<file path="config.mk">
export PLATFORM = sky130hd
export DESIGN_NAME = ftdi_rx_frame_parser
export DESIGN_NICKNAME = d
export VERILOG_FILES = /design/src/rtl/ftdi_rx_frame_parser.sv
export SDC_FILE = /design/constraint.sdc
export NUM_CORES = 1
export LEC_CHECK = 0
export BUFFER_PORTS_ARGS = -buffer_cell sky130_fd_sc_hd__buf_2
export CAP_MARGIN = 5
export CORE_ASPECT_RATIO = 0.7
export CORE_MARGIN = 8
export CORE_UTILIZATION = 60
export DETAILED_ROUTE_END_ITERATION = 16
export MAX_ROUTING_LAYER = met4
export PLACE_DENSITY = 0.81
export SYNTH_ARGS = -nofsm -noshare
export SYNTH_HDL_FRONTEND = slang
export SYNTH_SLANG_ARGS = --single-unit
</file>
<file path="constraint.sdc">
create_clock -name clk -period 7.3 [get_ports clk]
set_input_delay 1.095 -clock clk [delete_from_list [all_inputs] [get_ports clk]]
set_output_delay 1.095 -clock clk [all_outputs]
set_load 0.01 [all_outputs]
</file>
<file path="src/rtl/ftdi_rx_frame_parser.sv">
// FTDI RX frame parser: hunts for SYNC, reads LEN, forwards LEN payload
// words as an AXI-stream packet and checks the trailing checksum word.
//
// Ports:
//   clk, rst      : user clock, async active-high reset
//   s_t*          : 16-bit RX stream from the FTDI 245-fifo controller
//   m_t*          : payload stream, m_tlast on the final payload word
//   frame_done/ok : 1-cycle end-of-frame pulse, ok = checksum matched
//   frame_cnt     : good frames (wrapping)
//   err_cnt       : bad frames (saturating)

module ftdi_rx_frame_parser #(
  parameter logic [15:0] SYNC_WORD = 16'hA55A,
  parameter int unsigned MAX_LEN   = 1024,
  parameter int unsigned TIMEOUT   = 100000
) (
  input  logic        clk,
  input  logic        rst,
  input  logic        s_tvalid,
  output logic        s_tready,
  input  logic [15:0] s_tdata,
  input  logic [1:0]  s_tkeep,
  input  logic        s_tlast,
  output logic        m_tvalid,
  input  logic        m_tready,
  output logic [15:0] m_tdata,
  output logic        m_tlast,
  output logic        frame_done,
  output logic        frame_ok,
  output logic [15:0] frame_cnt,
  output logic [15:0] err_cnt
);

  localparam int IW = $clog2(TIMEOUT + 1);

  typedef enum logic [1:0] {
    ST_HUNT,
    ST_LEN,
    ST_PAY,
    ST_CSUM
  } state_t;

  state_t        state_q;
  state_t        state_d;
  logic [15:0]   rem_q;
  logic [15:0]   rem_d;
  logic [15:0]   csum_q;
  logic [15:0]   csum_d;
  logic [IW-1:0] idle_q;
  logic [IW-1:0] idle_d;
  logic          done_q;
  logic          done_d;
  logic          ok_q;
  logic          ok_d;
  logic [15:0]   fcnt_q;
  logic [15:0]   fcnt_d;
  logic [15:0]   ecnt_q;
  logic [15:0]   ecnt_d;

  logic          keep_ok;
  logic          beat;
  logic          len_bad;
  logic [IW-1:0] idle_inc;
  logic          idle_hit;
  logic          tmo;

  // Frame boundaries come from LEN, not from USB packet boundaries.
  logic unused_tlast;
  assign unused_tlast = s_tlast;

  assign keep_ok  = (s_tkeep == 2'b11);
  assign beat     = s_tvalid & s_tready;
  assign len_bad  = (s_tdata == 16'd0) ||
                    ({1'b0, s_tdata} > 17'(MAX_LEN));
  assign idle_inc = idle_q + IW'(1);
  assign idle_hit = (idle_inc == IW'(TIMEOUT));

  // Payload is a zero-latency pass-through, so the
  // stream side is combinational on the current state.
  assign m_tdata = s_tdata;

  always_comb begin
    s_tready = 1'b1;
    m_tvalid = 1'b0;
    m_tlast  = 1'b0;
    if (state_q == ST_PAY) begin
      s_tready = m_tready;
      m_tvalid = s_tvalid & keep_ok;
      m_tlast  = (rem_q == 16'd1);
    end
  end

  // Idle counter only runs while a frame is open and the
  // source is silent; back-pressure stalls never count.
  always_comb begin
    idle_d = idle_q;
    tmo    = 1'b0;
    if (state_q == ST_HUNT || beat) begin
      idle_d = '0;
    end else if (!s_tvalid) begin
      if (idle_hit) begin
        tmo    = 1'b1;
        idle_d = '0;
      end else begin
        idle_d = idle_inc;
      end
    end
  end

  always_comb begin
    state_d = state_q;
    rem_d   = rem_q;
    csum_d  = csum_q;
    done_d  = 1'b0;
    ok_d    = 1'b0;

    unique case (state_q)
      ST_HUNT: begin
        if (beat && keep_ok && s_tdata == SYNC_WORD) begin
          state_d = ST_LEN;
        end
      end

      ST_LEN: begin
        if (beat) begin
          rem_d  = s_tdata;
          csum_d = s_tdata;
          if (!keep_ok || len_bad) begin
            done_d  = 1'b1;
            state_d = ST_HUNT;
          end else begin
            state_d = ST_PAY;
          end
        end
      end

      ST_PAY: begin
        if (beat) begin
          if (!keep_ok) begin
            done_d  = 1'b1;
            state_d = ST_HUNT;
          end else begin
            csum_d = csum_q + s_tdata;
            rem_d  = rem_q - 16'd1;
            if (rem_q == 16'd1) begin
              state_d = ST_CSUM;
            end
          end
        end
      end

      ST_CSUM: begin
        if (beat) begin
          done_d  = 1'b1;
          ok_d    = keep_ok && (s_tdata == csum_q);
          state_d = ST_HUNT;
        end
      end
    endcase

    // tmo implies s_tvalid=0, so it never races a beat.
    if (tmo) begin
      done_d  = 1'b1;
      ok_d    = 1'b0;
      state_d = ST_HUNT;
    end
  end

  // Counters follow the done/ok decision of the same
  // cycle, giving exactly one increment per frame.
  always_comb begin
    fcnt_d = fcnt_q;
    ecnt_d = ecnt_q;
    if (done_d && ok_d) begin
      fcnt_d = fcnt_q + 16'd1;
    end
    if (done_d && !ok_d && ecnt_q != 16'hFFFF) begin
      ecnt_d = ecnt_q + 16'd1;
    end
  end

  always_ff @(posedge clk or posedge rst) begin
    if (rst) begin
      state_q <= ST_HUNT;
      rem_q   <= '0;
      csum_q  <= '0;
      idle_q  <= '0;
      done_q  <= 1'b0;
      ok_q    <= 1'b0;
      fcnt_q  <= '0;
      ecnt_q  <= '0;
    end else begin
      state_q <= state_d;
      rem_q   <= rem_d;
      csum_q  <= csum_d;
      idle_q  <= idle_d;
      done_q  <= done_d;
      ok_q    <= ok_d;
      fcnt_q  <= fcnt_d;
      ecnt_q  <= ecnt_d;
    end
  end

  assign frame_done = done_q;
  assign frame_ok   = ok_q;
  assign frame_cnt  = fcnt_q;
  assign err_cnt    = ecnt_q;

endmodule

</file>
==> results.md, run 1 <==
* Largest buffer count on any clock path at 2
* Power Dens Cells at 298.6 nW/um^2
* Core ar. at 8926 um^2
* Tmin final at 4029 ps
* Critical path class: reg -> out
* Number of CTS-inserted buffers at 9
* Synth top cells by count: dfrtp_1, nand2_1, o21ai_0, nor2_1, a21oi_1
* Placed inst area at 5812 um^2
* Clk root buf: clkbuf_16
* Synth Instances at ~620
* Final setup violation count at 0
* First-pass detailed-route iteration total at 5
* Hold path startpoint: frame_cnt[15]
* RSZ-0062 raised after global routing: false
* Die area at about 12000 um^2
* Worst Hold End: frame_cnt[15]
* Fmax at 0.2482 GHz
* Layout Skew at about 6.3 ps
* TritonCTS clock tree: done
* Seq/Total Area, Yosys at 0.3905
* Syn Nets at approximately 670
* Synth Flop Type: dfrtp_1
* DP Wirelength at 9841 um
* Yosys top cell area share at 0.3905
* Nets@finish at 724
* Final Max Slew Viols at 0
* Final Hold Fails at 0
* Yosys cell types at 66
* Most common cell in the netlist: dfrtp_1
* Total gr overflow at 0
* # DRC at 0
* Final setup TNS at 0 ps
* Port Buffer Count at between 70 and 80
* Cell Count Post-Placement at 788
* Post-route ant nets at 0
* Slowest CP cell: clkinv_1
* Layout cells sized above 1 at 0.1662
* Global-route wire length before repair at 23240 um
* Via Count at roughly 5000
* Yosys reg bits at 85
* Worst R2R Start: state_q[0]
* Hold Crit Depth at 1
* GR peak layer: met2
* Clock edge transition at the registers on the reported setup and hold paths at approximately 60 ps
* Worst-margin pin slew at 1092 ps
* P_leak at 0.002734 uW
* Number of global-route vias before repair at 4734
* Finished Layout Cells at 804
* Die H at between 90 and 100 um
* Synth async-reset ratio at 1.000
* Worst path max stage delay at 620 ps
* GR Util met3 at 0.05091
* Cell taking the most area after synthesis: dfrtp_1
* P&R area growth vs syn at 12.66%
* EDFF count, synth at 0
* Met1 Use GR at 0.3081
* # resized after CTS at 0
* FF-to-FF path depth at 10
* Die X at roughly 130 um
* Ant diodes at 0
* Post CTS Setup Buffer Count at 0
* CTS sink cnt at 85
* Initial Util at 0.6102
* GP Congestion at 0.9146
* Crit end category: primary output
* Synth top area cells: dfrtp_1, ha_1, o21ai_0
* Cell area after synthesis at between 5000 and 6000 um^2
* Clock Latency Late Sink at 350 ps
* Avg Cell Area, Syn at about 8.8 um^2
* Hold WS at 472.1 ps
* CP Max Fanout at 45
* Initial antenna violation count at 0
* H-tree lvl count at 3
* Largest net degree at the start of global routing at 86
* Crit-path cells: inv_1 -> ha_1 -> buf_4 -> clkinv_1 -> nor4_1 -> buf_2
* Mean routed wirelength per cell at 17.41 um
* I/O pin total at 76
* 1st-iter DRT viols at between 400 and 500
* GR Layer Usage met2 at 0.3866
* Reg2reg end: frame_cnt[14]
* # rows at 29
* Slew Limit Headroom at 0.2720
* Final WL at 14000 um
* Total of fill cells in the finished design at 756
* Worst Path Arrival at 2930 ps
* VDD IR max at 0.2127 mV
* Synth warn at 0
* CP Data Required Time at 6200 ps
* Global Route Usage Sum at 0.2424
* Worst Hold Class: reg -> reg
* Crit start category: flop
* Final period util at 0.5519
* Run status: finished clean
* Hold-fix buffers, CTS at 0
* Flop-to-flop setup slack at 4070 ps
* Max Cap Viol at 0
* Final total power at 1832 uW
* Vias/cell at 6.174
* Post-Layout Inst Area at 6136 um^2
[sequential cells by signal, indices dropped and copies added (netlist names)]
register    count
idle_q         17
csum_q         16
err_cnt        16
frame_cnt      16
rem_q          16
state_q         2
frame_done      1
frame_ok        1
[cells in the final DEF, fill, tap and decap left out, types with 3 or more instances in the layout]
cell,netlist,final
o21ai_0,58,58
dfrtp_1,85,85
o211ai_1,3,3
nand4_1,13,13
xor2_1,15,15
and4_1,3,3
ha_1,25,25
nor2_1,49,49
buf_2,3,74
a31oi_1,6,6
o21a_1,7,7
inv_1,18,17
a21oi_1,47,46
and3_1,11,11
buf_4,16,5
nand2b_1,4,4
nand3_1,31,31
mux2i_1,8,8
or2_2,3,3
xnor2_1,28,28
or4_1,4,4
nor2b_1,9,9
nor4_1,13,13
o31ai_1,9,9
clkbuf_16,0,9
nor3_1,13,13
nor3b_1,3,3
nand2_1,59,59
o22ai_1,13,13
a21o_1,6,6
[cells by family (layout without fill, tap and decap cells)]
logic type | count (synthesis) | after routing | synth area share
DFF | 85 | 85 | 0.3905
and+or+nand+nor | 231 | 231 | 0.2203
AOI/OAI and AO/OA | 172 | 172 | 0.1918
xor gates and xnor gates | 43 | 43 | 0.06915
adders and majority gates | 26 | 26 | 0.06111
buffers and inverters | 56 | 114 | 0.05031
muxes | 9 | 9 | 0.01677
[metal layers]
metal	wire, um	share of wire
met1	6158	0.44
met2	6723	0.48
met3	969	0.069
met4	144	0.010
met5	0	0
[per-stage QoR]
step | setup WS [ps] | util
5_1_grt | 3109 | 0.6874
6_report | 3271 | 0.6874
3_3_place_gp | 3562 | 0.6511
4_1_cts | 3347 | 0.6874
3_5_place_dp | 3471 | 0.6511
2_1_floorplan | 4012 | -
[report_power, final]
part	internal [uW]	switching (uW)
clock network	310	193
registers	575	105
logic	273	377
[area by class of cell]
type | instances | area (um^2) | area share
clock inverter | 5 | 81.33 | 0.01325
inverter | 19 | 72.57 | 0.01183
clock buffer | 11 | 242.7 | 0.03956
tap | 124 | 155.1 | 0.02529
timing repair buffer | 79 | 407.9 | 0.06648
sequential | 85 | 2127 | 0.3467
multi-input combinational | 481 | 3049 | 0.4969
[how the worst max path moves through the flow]
stage,startpoint,endpoint,slack [ps],cells past startpoint
final,state_q[0],m_tlast,3270,6
after global routing,state_q[0],m_tlast,3110,6
after global placement,s_tdata[13],frame_cnt[14],3560,9
after detailed placement,s_tdata[13],frame_cnt[14],3470,9
after floorplan,rst,csum_q[0],4010,1
after CTS,state_q[0],m_tlast,3350,6
[worst max-delay path, delay by kind of cell, from the launching register on]
family	cells	cell delay [ps]
buffers and inverters	4	1410
and+or+nand+nor	1	590
DFF	1	410
adders and majority gates	1	160
No activity file was read; power rests on OpenSTA's default activity.
==> run 2: changes to the inputs <==
--- a/config.mk
+++ b/config.mk
@@ -9,10 +9,10 @@
 export CAP_MARGIN = 5
 export CORE_ASPECT_RATIO = 0.7
 export CORE_MARGIN = 8
-export CORE_UTILIZATION = 60
+export CORE_UTILIZATION = 53
 export DETAILED_ROUTE_END_ITERATION = 16
 export MAX_ROUTING_LAYER = met4
-export PLACE_DENSITY = 0.81
+export PLACE_DENSITY = 0.75
 export SYNTH_ARGS = -nofsm -noshare
 export SYNTH_HDL_FRONTEND = slang
 export SYNTH_SLANG_ARGS = --single-unit
==> constraint.sdc (replaced) <==
create_clock -name clk -period 3.4 [get_ports clk]
set_input_delay 0.51 -clock clk [delete_from_list [all_inputs] [get_ports clk]]
set_output_delay 0.51 -clock clk [all_outputs]
set_load 0.01 [all_outputs]
==> results.md, run 2 (synthesis gave the netlist of run 1 again) <==
* GP Congestion at 0.8671 (was 0.9146)
* Max reg flops at 17 (unchanged)
* # rows at 31 (was 29)
* Number of CTS-inserted buffers at 9 (unchanged)
* Ant diodes at 0 (unchanged)
* Final Max Slew Viols at 0 (unchanged)
* Largest net degree at the start of global routing at 42 (was 86)
* Initial Util at 0.5360 (was 0.6102)
* Final setup TNS at 0 ps (unchanged)
* Metal1 wirelength at 6861 um (was 6158 um)
* Run status: finished clean (unchanged)
* Core ar. at 10160 um^2 (was 8926 um^2)
* I/O pin total at 76 (unchanged)
* Global-route wire length before repair at 23980 um (was 23240 um)
* Pre-CTS setup slack at 339.1 ps (was 3471 ps)
* Crit start category: flop (unchanged)
* # DRC at 0 (unchanged)
* Die X at 137.2 um (was 129.9 um)
* CP Data Required Time at 3660 ps (was 6200 ps)
* Worst Path Arrival at 3400 ps (was 2930 ps)
* Final period util at 0.9217
* Max Cap Viol at 0 (unchanged)
* H-tree lvl count at 3 (unchanged)
* DP Wirelength at 10600 um (was 9841 um)
* Top layer in use: met4 (unchanged)
* Layout cells sized above 1 at 0.1785 (was 0.1662)
* VDD IR max at 0.3925 mV (was 0.2127 mV)
* Fin worst setup slack at 266.2 ps (was 3271 ps)
* Crit end category: flop (was primary output)
* Global Route Usage Sum at 0.2228 (was 0.2424)
* First-pass detailed-route iteration total at 6 (was 5)
* Initial antenna violation count at 0 (unchanged)
* Power Dens Cells at 628.3 nW/um^2 (was 298.6 nW/um^2)
* Hold-fix buffers, CTS at 0 (unchanged)
* 1st-iter DRT viols at 473 (was 452)
* # resized after CTS at 0 (unchanged)
* Post-route ant nets at 0 (unchanged)
* Slew Limit Headroom at 0.3666 (was 0.2720)
* Commonest non-fill, non-tap cells in the layout: dfrtp_1, buf_2, nand2_1 (unchanged)
* Tmin final at 3134 ps
* Port Buffer Count at 74 (unchanged)
* Most common cell after layout, fill and taps aside: dfrtp_1 (unchanged)
* Met3 wire len at 1142 um (was 969 um)
* Die H at 100.8 um (was 95.72 um)
* Hold WS at 177.5 ps (was 472.1 ps)
* Met2 routed WL at 6306 um (was 6723 um)
* Final core occ at 0.6088 (was 0.6874)
* Final WL at 14440 um (was 14000 um)
* Clk root buf: clkbuf_16 (unchanged)
* P_leak at 0.002764 uW (was 0.002734 uW)
* Post-Layout Inst Area at 6187 um^2 (was 6136 um^2)
* Fmax at 0.3191 GHz
* Final setup violation count at 0 (unchanged)
* Total gr overflow at 0 (unchanged)
* CTS sink cnt at 85 (unchanged)
* Vias/cell at 6.119 (was 6.174)
* Clock Latency Late Sink at 340 ps (was 350 ps)
* Critical path class: reg -> reg (was reg -> out)
* Placed inst area at 5889 um^2 (was 5812 um^2)
* Layout Skew at 8.026 ps (was 6.327 ps)
* P&R area growth vs syn at 13.60% (was 12.66%)
* Via Count at 5024 (was 4964)
* Final Hold Fails at 0 (unchanged)
* Worst-margin pin slew at 950.1 ps (was 1092 ps)
* Post CTS Setup Buffer Count at 0 (unchanged)
* Worst Hold Class: in -> async (was reg -> reg)
* TritonCTS clock tree: done (unchanged)
* RSZ-0062 raised after global routing: false (unchanged)
* CP Max Fanout at 8 (was 45)
* Largest buffer count on any clock path at 2 (unchanged)
* Mean routed wirelength per cell at 17.58 um (was 17.41 um)
* Most flop-heavy register: idle_q (unchanged)
* Nets@finish at 733 (was 724)
* Number of global-route vias before repair at 4764 (was 4734)
* Clock edge transition at the registers on the reported setup and hold paths at 70 ps (was 60 ps)
* Die area at 13830 um^2 (was 12430 um^2)
## run 2: report_power, final
part           internal [uW]  switching [uW]  leakage [uW]
registers               1230             222       0.00108
clock network            572             431      0.000142
logic                    594             835       0.00154
## run 2: layout make-up
class	instances	area, um^2
Fill cell	877	3975
Multi-Input combinational cell	481	3049
Sequential cell	85	2127
Timing Repair Buffer	88	475.5
Clock buffer	9	225.2
Tap cell	132	165.2
Clock inverter	7	72.57
Inverter	19	72.57
## run 2: layer usage
metal | track usage | vias to the layer above
met5 | - | -
met4 | 0.05158 | 0
met3 | 0.05030 | 17
met2 | 0.3194 | 190
met1 | 0.3128 | 2445
li1 | - | 2372
## run 2: critical path, cell delays in order (launching register included)
cell and delay, ps:
dfrtp_1 470, ha_1 350, nand4_2 180, nor4_4 450
o21a_1 190, o22ai_1 160, or4_4 590, a21boi_4 290
and3_1 220, xor2_1 140
## run 2: stage by stage
step | std cells | power [uW]
2_1_floorplan | 622 | 2499
3_3_place_gp | 805 | 2796
3_5_place_dp | 805 | 2867
4_1_cts | 821 | 3877
5_1_grt | 821 | 4143
6_report | 821 | 3888
## run 2: worst paths after layout
path / from / end / slack (ps) / cells after the start
max reg2reg: idle_q[0] / err_cnt[11] / 270 / 9
max: idle_q[0] / err_cnt[11] / 270 / 9
min: rst / err_cnt[7] / 180 / 2
min reg2reg: frame_cnt[15] / frame_cnt[15] / 460 / 1
min in group clk: frame_cnt[15] / frame_cnt[15] / 460 / 1
max in group asynchronous: rst / idle_q[14] / 2440 / 3
==> run 3: changes to the inputs <==
==> constraint.sdc (replaced) <==
create_clock -name clk -period 2.8 [get_ports clk]
set_input_delay 0.42 -clock clk [delete_from_list [all_inputs] [get_ports clk]]
set_output_delay 0.42 -clock clk [all_outputs]
set_load 0.01 [all_outputs]
==> results.md, run 3 (synthesis gave the netlist of run 1 again) <==
* Run status: finished clean (unchanged)
* CP Max Fanout at 8 (unchanged)
* Die area at 13830 um^2 (unchanged)
* Worst Path Arrival at 2960 ps (was 3400 ps)
* Worst R2R Start: idle_q[0] (unchanged)
* Post-route ant nets at 0 (unchanged)
* Number of global-route vias before repair at 4933 (was 4764)
* I/O pin total at 76 (unchanged)
* Crit path buf inv count at 1 (was 0)
* Power Dens Cells at 747.6 nW/um^2 (was 628.3 nW/um^2)
* Worst-margin pin slew at 650.3 ps (was 950.1 ps)
* CP Data Required Time at 3070 ps (was 3660 ps)
* Fmax at 0.3723 GHz (was 0.3191 GHz)
* Vias/cell at 6.032 (was 6.119)
* Worst Hold Class: in -> async (unchanged)
* Initial antenna violation count at 0 (unchanged)
* DP Wirelength at 10970 um (was 10600 um)
* Initial Util at 0.5360 (unchanged)
* Global-route wire length before repair at 24850 um (was 23980 um)
* Post-Layout Inst Area at 6648 um^2 (was 6187 um^2)
* # DRC at 0 (unchanged)
* Finished Layout Cells at 865 (was 821)
* Crit-path cells: buf_4 -> nand3_1 -> or3_4 -> nor4_4 -> o221ai_2 -> or4_4 -> a21boi_4 -> and3_4 -> xor2_1 (was ha_1 -> nand4_2 -> nor4_4 -> o21a_1 -> o22ai_1 -> or4_4 -> a21boi_4 -> and3_1 -> xor2_1)
* Global Route Usage Sum at 0.2322 (was 0.2228)
* Nets@finish at 777 (was 733)
* Cell family with most CP delay: simple AND/OR/NAND/NOR gates (unchanged)
* Number of CTS-inserted buffers at 9 (unchanged)
* Die X at 137.2 um (unchanged)
* Final period util at 0.9594 (was 0.9217)
* Tmin final at 2686 ps (was 3134 ps)
* Mean routed wirelength per cell at 17.38 um (was 17.58 um)
* Layout cells sized above 1 at 0.2469 (was 0.1785)
* H-tree lvl count at 3 (unchanged)
* Max reg flops at 17 (unchanged)
* Total of fill cells in the finished design at 835 (was 877)
* Pre-CTS setup slack at -46.79 ps (was 339.1 ps)
* Worst path max stage delay at 550 ps (was 590 ps)
* Crit start category: flop (unchanged)
* Max Cap Viol at 0 (unchanged)
* Clock Latency Late Sink at 350 ps (was 340 ps)
* Placed inst area at 6195 um^2 (was 5889 um^2)
* Crit end category: flop (unchanged)
* Port Buffer Count at 74 (unchanged)
* First-pass detailed-route iteration total at 5 (was 6)
* VDD IR max at 0.4833 mV (was 0.3925 mV)
* 1st-iter DRT viols at 472 (was 473)
* Slowest CP cell: or4_4 (unchanged)
* Most flop-heavy register: idle_q (unchanged)
* Final Hold Fails at 0 (unchanged)
* P_leak at 0.003010 uW (was 0.002764 uW)
* Final setup TNS at 0 ps (unchanged)
* Final setup violation count at 0 (unchanged)
* GP Congestion at 0.9461 (was 0.8671)
* # rows at 31 (unchanged)
* Critical path class: reg -> reg (unchanged)
* Fin worst setup slack at 113.8 ps (was 266.2 ps)
* Most common cell after layout, fill and taps aside: dfrtp_1 (unchanged)
* Hold WS at 159.4 ps (was 177.5 ps)
* Layout Skew at 10.25 ps (was 8.026 ps)
* Ant diodes at 0 (unchanged)
* Largest net degree at the start of global routing at 86 (was 42)
* Largest buffer count on any clock path at 2 (unchanged)
* CTS sink cnt at 85 (unchanged)
* P&R area growth vs syn at 22.05% (was 13.60%)
* Total gr overflow at 0 (unchanged)
* Via Count at 5218 (was 5024)
* Critical path origin: idle_q[0] (unchanged)
* Final Max Slew Viols at 0 (unchanged)
* Slew Limit Headroom at 0.5631 (was 0.3666)
* Die H at 100.8 um (unchanged)
* Clk root buf: clkbuf_16 (unchanged)
* TritonCTS clock tree: done (unchanged)
* Final WL at 15040 um (was 14440 um)
* Hold-fix buffers, CTS at 0 (unchanged)
* Clock edge transition at the registers on the reported setup and hold paths at 70 ps (about the same)
* Core ar. at 10160 um^2 (unchanged)
* Commonest non-fill, non-tap cells in the layout: dfrtp_1, buf_2, nand2_1 (unchanged)
* Flop-to-flop setup slack at 110 ps (was 270 ps)
* Cell Count Post-Placement at 844 (was 805)
-- run 3: worst min-delay path, cell delays in order --
cell	delay, ps
buf_2	100
clkinv_2	50
buf_12	370
-- run 3: per-stage QoR --
step                        util  power [uW]
after floorplan                -        3034
after global placement    0.6096        3540
after detailed placement  0.6096        3640
after CTS                 0.6404        4885
after global routing      0.6541        5316
final                     0.6541        4970
-- run 3: final cells by class --
type	instances	area (um^2)	area share
Multi-Input combinational cell	481	3146	0.4732
Sequential cell	85	2132	0.3207
Timing Repair Buffer	132	830.8	0.1250
Clock buffer	9	225.2	0.03388
Tap cell	132	165.2	0.02484
Clock inverter	7	76.32	0.01148
Inverter	19	72.57	0.01092
-- run 3: worst paths after layout --
path                                      end  cells after the start
worst max-delay path              err_cnt[11]                      9
worst min-delay path               err_cnt[8]                      3
worst max register to register    err_cnt[11]                      9
worst min register to register  frame_cnt[15]                      1
min in group clk                     rem_q[9]                      3
max in group asynchronous          idle_q[15]                      3
-- run 3: repair_timing --
action,CTS,global route
pin swaps,1,10
setup buffers,1,4
endpoints found under the setup margin,2,23
resized for setup,1,23
-- run 3: where the power goes --
part	switching, uW	total, uW	internal, uW
clock	583	1220	635
sequential	275	1770	1500
combinational	1080	1980	900
total	1940	4970	3030
-- run 3: routing by layer --
metal,vias to the layer above,GRT usage,share of wire,routed length [um]
li1,2463,-,-,-
met1,2523,0.3262,0.46,6866
met2,215,0.3302,0.44,6653
met3,17,0.04980,0.090,1360
met4,0,0.06489,0.010,156
met5,-,-,0,0
